==> config.mk <==
export PLATFORM = sky130hd
export DESIGN_NAME = vga_timing_pipe
export DESIGN_NICKNAME = d
export VERILOG_FILES = /design/src/rtl/vga_pkg.sv /design/src/rtl/vga_sync_counter.sv /design/src/rtl/vga_timing_pipe.sv
export SDC_FILE = /design/constraint.sdc
export NUM_CORES = 1
export LEC_CHECK = 0
export ABC_AREA = 1
export ABC_CLOCK_PERIOD_IN_PS = 1950
export CAP_MARGIN = 20
export CORE_AREA = 2 2 74 76
export CTS_CLUSTER_DIAMETER = 50
export DETAILED_ROUTE_END_ITERATION = 10
export DIE_AREA = 0 0 76 78
export GPL_ROUTABILITY_DRIVEN = 0
export GPL_TIMING_DRIVEN = 0
export HOLD_SLACK_MARGIN = 0.06
export PLACE_DENSITY_LB_ADDON = 0.12
export SYNTH_ARGS = -nofsm -noshare
export SYNTH_HDL_FRONTEND = slang
export SYNTH_SLANG_ARGS = --single-unit
==> constraint.sdc <==
create_clock -name reloj_nexys -period 1.95 [get_ports reloj_nexys]
set_input_delay 0.39 -clock reloj_nexys [delete_from_list [all_inputs] [get_ports reloj_nexys]]
set_output_delay 0.39 -clock reloj_nexys [all_outputs]
set_load 0.02 [all_outputs]
==> src/rtl/vga_pkg.sv <==
// Shared VGA timing defaults, colour constants and frame-size helpers for the
// vga_timing_pipe display path.
package vga_pkg;

    localparam int DEF_H_ACTIVE = 640;
    localparam int DEF_H_FP     = 16;
    localparam int DEF_H_SYNC   = 96;
    localparam int DEF_H_BP     = 48;
    localparam int DEF_V_ACTIVE = 480;
    localparam int DEF_V_FP     = 10;
    localparam int DEF_V_SYNC   = 2;
    localparam int DEF_V_BP     = 33;
    localparam int DEF_CLK_DIV  = 4;
    localparam int DEF_COLOR_W  = 12;
    localparam int DEF_BLINK_FRAMES = 30;

    localparam logic [DEF_COLOR_W-1:0] COLOR_BLACK  = 12'h000;
    localparam logic [DEF_COLOR_W-1:0] COLOR_WHITE  = 12'hFFF;
    localparam logic [DEF_COLOR_W-1:0] COLOR_BORDER = 12'hFFF;

    function automatic int h_total(int active, int fp, int sync, int bp);
        return active + fp + sync + bp;
    endfunction

    function automatic int v_total(int active, int fp, int sync, int bp);
        return active + fp + sync + bp;
    endfunction

endpackage

==> src/rtl/vga_sync_counter.sv <==
// Pixel-clock divider, horizontal/vertical counters and the raw (unregistered)
// sync and video-enable decode for one VGA mode.
module vga_sync_counter
    import vga_pkg::*;
#(
    parameter int H_ACTIVE = DEF_H_ACTIVE,
    parameter int H_FP     = DEF_H_FP,
    parameter int H_SYNC   = DEF_H_SYNC,
    parameter int H_BP     = DEF_H_BP,
    parameter int V_ACTIVE = DEF_V_ACTIVE,
    parameter int V_FP     = DEF_V_FP,
    parameter int V_SYNC   = DEF_V_SYNC,
    parameter int V_BP     = DEF_V_BP,
    parameter int CLK_DIV  = DEF_CLK_DIV
) (
    input  logic        reloj_nexys,
    input  logic        reset_total,
    output logic        pixel_tick,
    output logic [10:0] h_cnt,
    output logic [10:0] v_cnt,
    output logic        h_last,
    output logic        v_last,
    output logic        video_raw,
    output logic        hsync_raw,
    output logic        vsync_raw
);

    localparam int H_TOTAL = h_total(H_ACTIVE, H_FP, H_SYNC, H_BP);
    localparam int V_TOTAL = v_total(V_ACTIVE, V_FP, V_SYNC, V_BP);

    localparam logic [10:0] H_MAX      = 11'(H_TOTAL - 1);
    localparam logic [10:0] V_MAX      = 11'(V_TOTAL - 1);
    localparam logic [10:0] H_ACT      = 11'(H_ACTIVE);
    localparam logic [10:0] V_ACT      = 11'(V_ACTIVE);
    localparam logic [10:0] HS_START   = 11'(H_ACTIVE + H_FP);
    localparam logic [10:0] HS_END     = 11'(H_ACTIVE + H_FP + H_SYNC - 1);
    localparam logic [10:0] VS_START   = 11'(V_ACTIVE + V_FP);
    localparam logic [10:0] VS_END     = 11'(V_ACTIVE + V_FP + V_SYNC - 1);

    logic [10:0] h_cnt_reg;
    logic [10:0] v_cnt_reg;

    // A divide-by-one mode has no divider state at all: every clock is a pixel.
    generate
        if (CLK_DIV == 1) begin : g_no_div
            assign pixel_tick = 1'b1;
        end else begin : g_div
            localparam int DIV_W = $clog2(CLK_DIV);
            localparam logic [DIV_W-1:0] DIV_MAX = DIV_W'(CLK_DIV - 1);

            logic [DIV_W-1:0] div_reg;

            always_ff @(posedge reloj_nexys or negedge reset_total) begin
                if (!reset_total) begin
                    div_reg <= '0;
                end else if (div_reg == DIV_MAX) begin
                    div_reg <= '0;
                end else begin
                    div_reg <= div_reg + 1'b1;
                end
            end

            assign pixel_tick = (div_reg == DIV_MAX);
        end
    endgenerate

    assign h_last = (h_cnt_reg == H_MAX);
    assign v_last = (v_cnt_reg == V_MAX);

    always_ff @(posedge reloj_nexys or negedge reset_total) begin
        if (!reset_total) begin
            h_cnt_reg <= '0;
            v_cnt_reg <= '0;
        end else if (pixel_tick) begin
            if (h_last) begin
                h_cnt_reg <= '0;
                v_cnt_reg <= v_last ? 11'd0 : v_cnt_reg + 11'd1;
            end else begin
                h_cnt_reg <= h_cnt_reg + 11'd1;
            end
        end
    end

    assign h_cnt     = h_cnt_reg;
    assign v_cnt     = v_cnt_reg;
    assign video_raw = (h_cnt_reg < H_ACT) && (v_cnt_reg < V_ACT);
    assign hsync_raw = (h_cnt_reg >= HS_START) && (h_cnt_reg <= HS_END);
    assign vsync_raw = (v_cnt_reg >= VS_START) && (v_cnt_reg <= VS_END);

endmodule

==> src/rtl/vga_timing_pipe.sv <==
// VGA timing and aligned output stage: colour, syncs and video_on leave on the
// same pixel, plus line/frame strobes and a frame-based blink flag.
// Optional compile-time macro VGA_BORDER_EN forces a one-pixel all-ones border.
module vga_timing_pipe
    import vga_pkg::*;
#(
    parameter int H_ACTIVE     = DEF_H_ACTIVE,
    parameter int H_FP         = DEF_H_FP,
    parameter int H_SYNC       = DEF_H_SYNC,
    parameter int H_BP         = DEF_H_BP,
    parameter int V_ACTIVE     = DEF_V_ACTIVE,
    parameter int V_FP         = DEF_V_FP,
    parameter int V_SYNC       = DEF_V_SYNC,
    parameter int V_BP         = DEF_V_BP,
    parameter int CLK_DIV      = DEF_CLK_DIV,
    parameter int COLOR_W      = DEF_COLOR_W,
    parameter bit HS_POL       = 1'b0,
    parameter bit VS_POL       = 1'b0,
    parameter int BLINK_FRAMES = DEF_BLINK_FRAMES
) (
    input  logic               reloj_nexys,
    input  logic               reset_total,
    input  logic [COLOR_W-1:0] color_in,
    output logic [10:0]        pixel_x,
    output logic [10:0]        pixel_y,
    output logic               pixel_tick,
    output logic               video_on,
    output logic               hsync,
    output logic               vsync,
    output logic               frame_start,
    output logic               line_start,
    output logic               blink,
    output logic [COLOR_W-1:0] color_salida
);

    localparam int FRAME_W = (BLINK_FRAMES > 1) ? $clog2(BLINK_FRAMES) : 1;
    localparam logic [FRAME_W-1:0] FRAME_MAX = FRAME_W'(BLINK_FRAMES - 1);

    logic [10:0] h_cnt;
    logic [10:0] v_cnt;
    logic        h_last;
    logic        v_last;
    logic        video_raw;
    logic        hsync_raw;
    logic        vsync_raw;
    logic        line_wrap;
    logic        frame_wrap;

    logic [COLOR_W-1:0] color_next;
    logic [COLOR_W-1:0] color_reg;
    logic               video_reg;
    logic               hsync_reg;
    logic               vsync_reg;
    logic               line_start_reg;
    logic               frame_start_reg;
    logic               blink_reg;
    logic [FRAME_W-1:0] frame_cnt_reg;

    vga_sync_counter #(
        .H_ACTIVE (H_ACTIVE),
        .H_FP     (H_FP),
        .H_SYNC   (H_SYNC),
        .H_BP     (H_BP),
        .V_ACTIVE (V_ACTIVE),
        .V_FP     (V_FP),
        .V_SYNC   (V_SYNC),
        .V_BP     (V_BP),
        .CLK_DIV  (CLK_DIV)
    ) u_sync (
        .reloj_nexys (reloj_nexys),
        .reset_total (reset_total),
        .pixel_tick  (pixel_tick),
        .h_cnt       (h_cnt),
        .v_cnt       (v_cnt),
        .h_last      (h_last),
        .v_last      (v_last),
        .video_raw   (video_raw),
        .hsync_raw   (hsync_raw),
        .vsync_raw   (vsync_raw)
    );

    assign pixel_x    = h_cnt;
    assign pixel_y    = v_cnt;
    assign line_wrap  = pixel_tick && h_last;
    assign frame_wrap = line_wrap && v_last;

`ifdef VGA_BORDER_EN
    localparam logic [10:0] H_ACT_LAST = 11'(H_ACTIVE - 1);
    localparam logic [10:0] V_ACT_LAST = 11'(V_ACTIVE - 1);

    logic on_border;
    assign on_border = (h_cnt == 11'd0) || (h_cnt == H_ACT_LAST) ||
                       (v_cnt == 11'd0) || (v_cnt == V_ACT_LAST);

    always_comb begin
        color_next = '0;
        if (video_raw) begin
            color_next = on_border ? '1 : color_in;
        end
    end
`else
    always_comb begin
        color_next = '0;
        if (video_raw) begin
            color_next = color_in;
        end
    end
`endif

    // Outputs capture the pixel the counters show at the tick, so they trail
    // pixel_x/pixel_y by exactly one pixel period.
    always_ff @(posedge reloj_nexys or negedge reset_total) begin
        if (!reset_total) begin
            video_reg <= 1'b0;
            hsync_reg <= ~HS_POL;
            vsync_reg <= ~VS_POL;
            color_reg <= '0;
        end else if (pixel_tick) begin
            video_reg <= video_raw;
            hsync_reg <= hsync_raw ? HS_POL : ~HS_POL;
            vsync_reg <= vsync_raw ? VS_POL : ~VS_POL;
            color_reg <= color_next;
        end
    end

    always_ff @(posedge reloj_nexys or negedge reset_total) begin
        if (!reset_total) begin
            line_start_reg  <= 1'b0;
            frame_start_reg <= 1'b0;
            frame_cnt_reg   <= '0;
            blink_reg       <= 1'b0;
        end else begin
            line_start_reg  <= line_wrap;
            frame_start_reg <= frame_wrap;
            if (frame_wrap) begin
                if (frame_cnt_reg == FRAME_MAX) begin
                    frame_cnt_reg <= '0;
                    blink_reg     <= ~blink_reg;
                end else begin
                    frame_cnt_reg <= frame_cnt_reg + 1'b1;
                end
            end
        end
    end

    assign video_on     = video_reg;
    assign hsync        = hsync_reg;
    assign vsync        = vsync_reg;
    assign color_salida = color_reg;
    assign line_start   = line_start_reg;
    assign frame_start  = frame_start_reg;
    assign blink        = blink_reg;

endmodule
==> flow_summary.toml <==
[outcome]
status = "complete, no violations"

[yosys]
synth_edf_count = 0
async_flop_share = 1.000
synth_top_area_cell = "dfrtp_1"
synth-seq-area-share = 0.4586
ys_seq_elements = 47
ys.flop_type = "dfrtp_1"
synth.area.top_cells = "dfrtp_1, nand2_1, inv_1"
yosysTopAreaCellShare = 0.4382
synth_nets = 337
syn_inst = 315
syn-cell-area_um2 = 2570
yosysWarnings = 0
synth_cell_types = 35
avgSynthCellArea_um2 = 8.159

[power]
power_frac_seq = 0.508
power.switching_mw = 0.4016
p_leak_nw = 1.601
vdd_drop_max_mv = 0.4223
p_sw_frac = 0.2054
power_density_nw_per_um2 = 583.5
combPwrFrac = 0.057
p_int_mw = 1.554
p_clk_frac = 0.435

[routing]
dr.pass1.iters = 4
routed-wl-met3_um = 165
drt_wl_total_um = 5413
wl_per_cell_um = 12.08
postRouteAntennaNets = 0
vias = 2168
routed.top_layer = "met4"
drc = 0
drt_iter0_drc = 108
viasPerCell = 4.839
route.met2.wl_um = 2755
wl_met1_um = 2453

[timing]
fin_tns_setup_ps = 0
tightest_slew_ps = 512.3
post-route-period-util = 0.9445
clock-skew-final_ps = 6.124
max_freq_ghz = 0.5430
setup_viol_count_final = 0
hold_ws_ps = 52.97
rsz0062_at_grt = "false"
slew_headroom = 0.6584
fin_crit_ps = 1842
drv_slew = 0
hold_viol = 0

[setup_path]
critPathMaxStageDelay_ps = 660
crit_fanout = 7
worst_ep_required_time_ps = 1560
worstRegToRegCells = 8
arrival_ps = 1450
cp_top_family = "buffers and inverters"
worst_setup_path_end_kind = "primary output"
crit_chain = "clkdlybuf4s50_1"
startpoint_type = "flop"
critPathBufInv = 1
crit_slowest_cell = "clkdlybuf4s50_1"
path_class = "flop to primary output"
worst-path-stages = 1

[place]
dp_hpwl_um = 4008
placed_cells = 440
io_buffers = 54

[die]
chipHeight_um = 78
fp-row-count = 26
dieArea_um2 = 5928
core_area_um2 = 5042
design.portCount = 55
die_x_um = 76
initial_core_util = 0.5097

[grt]
grt_pass1_vias = 2095
grt_pass1_wl_um = 9390
grt_max_degree = 27
antenna_found_initial = 0
grt_usage = 0.1949
gr-total-overflow = 0

[cts]
htreeDepth = 2
clk_pin_slew_worst_paths_ps = 90
cts_buffer_depth = 2
cts_hold_buf = 0
clockRootBuffer = "clkbuf_8"
tritoncts = "yes"
cts_buffers = 5
clock_sinks = 47
post_cts_buffers = 0
clkLatencyLatePin_ps = 300

[layout]
final_cell_count_no_fill = 448
area_delta_synth_final_pct = 30.38
finalNetCount = 399
post-route-util = 0.6645
largest_reg_flops = 12
drive_gt1_frac = 0.1190
n_antenna_cell = 0

[run]
cap_violations = 0

[worst_hold_path]
hp-class = "primary input to async pin"
## synth_stat cells (4+ instances only)
cell	instances
nor2_1	41
dfrtp_1	45
o21ai_0	10
o21ai_2	11
o21ai_1	4
nand2_1	77
nand3_1	23
inv_1	43
xor2_1	9
nand4_1	5
ha_1	8
## metal layers
layer / up-vias / track usage
met3: 4 / 0.02674
met1: 1020 / 0.2509
li1: 1113 / -
met4: 0 / 0.07273
met2: 31 / 0.3366
met5: - / 0
## final timing paths
path	to	from	slack (ps)
worst min-delay path	color_salida[6]	reset_total	50
min in group reloj_nexys	u_sync.g_div.div_reg[0]	u_sync.g_div.div_reg[0]	450
worst max-delay path	pixel_y[0]	u_sync.v_cnt[0]	110
worst max register to register	frame_cnt_reg[0]	u_sync.h_cnt[1]	240
worst min register to register	u_sync.g_div.div_reg[0]	u_sync.g_div.div_reg[0]	450
max in group asynchronous	hsync	reset_total	1310
## logic make-up after synthesis
logic type	synth area share
and+or+nand+nor	0.2960
buffers and inverters	0.08033
DFF	0.4586
AOI/OAI and AO/OA	0.08520
xor gates and xnor gates	0.04090
adders and majority gates	0.03895
## through the flow
stage                     power, mW  worst slack, ps  cell area, µm²
after floorplan               1.048            375.1            2570
after global placement        1.121           -868.0            3198
after detailed placement      1.127            149.8            3213
after CTS                     1.979            91.49            3351
after global routing          2.028            58.09            3351
final                         1.955            108.2            3351
## area by class of cell
class,count,area [µm²]
Multi-Input combinational cell,217,1187
Sequential cell,47,1179
Inverter,47,181.4
Fill cell,446,1692
Tap cell,70,87.58
Timing Repair Buffer,55,554.3
Clock inverter,3,67.56
Buffer,4,25.02
Clock buffer,5,68.82
## power by group through the flow
stage | clock network [mW] | logic, mW | registers, mW
2_1_floorplan | 0 | 0.0195 | 1.03
3_3_place_gp | 0 | 0.109 | 1.01
3_5_place_dp | 0 | 0.114 | 1.01
4_1_cts | 0.871 | 0.114 | 0.994
5_1_grt | 0.909 | 0.123 | 0.996
6_report | 0.851 | 0.111 | 0.993
## repair_timing
item,in CTS,in global routing
hold endpoints to repair,0,0
endpoints found under the setup margin,1,0
resized for setup,2,0
## layout by cell type (no fill, tap or decap), types with 3 or more instances in the layout
cell type / synthesis / layout
nand2_1: 77 / 77
clkdlybuf4s50_1: 0 / 52
dfrtp_1: 45 / 45
inv_1: 43 / 43
nor2_1: 41 / 41
nand3_1: 23 / 23
o21ai_2: 11 / 11
o21ai_0: 10 / 10
xor2_1: 9 / 9
ha_1: 8 / 7
nand4_1: 5 / 5
clkbuf_8: 0 / 5
o21ai_1: 4 / 4
buf_2: 2 / 3
xnor2_1: 3 / 3
nand3b_1: 3 / 3
a21oi_1: 3 / 3
(Power assumes the default switching activity.)
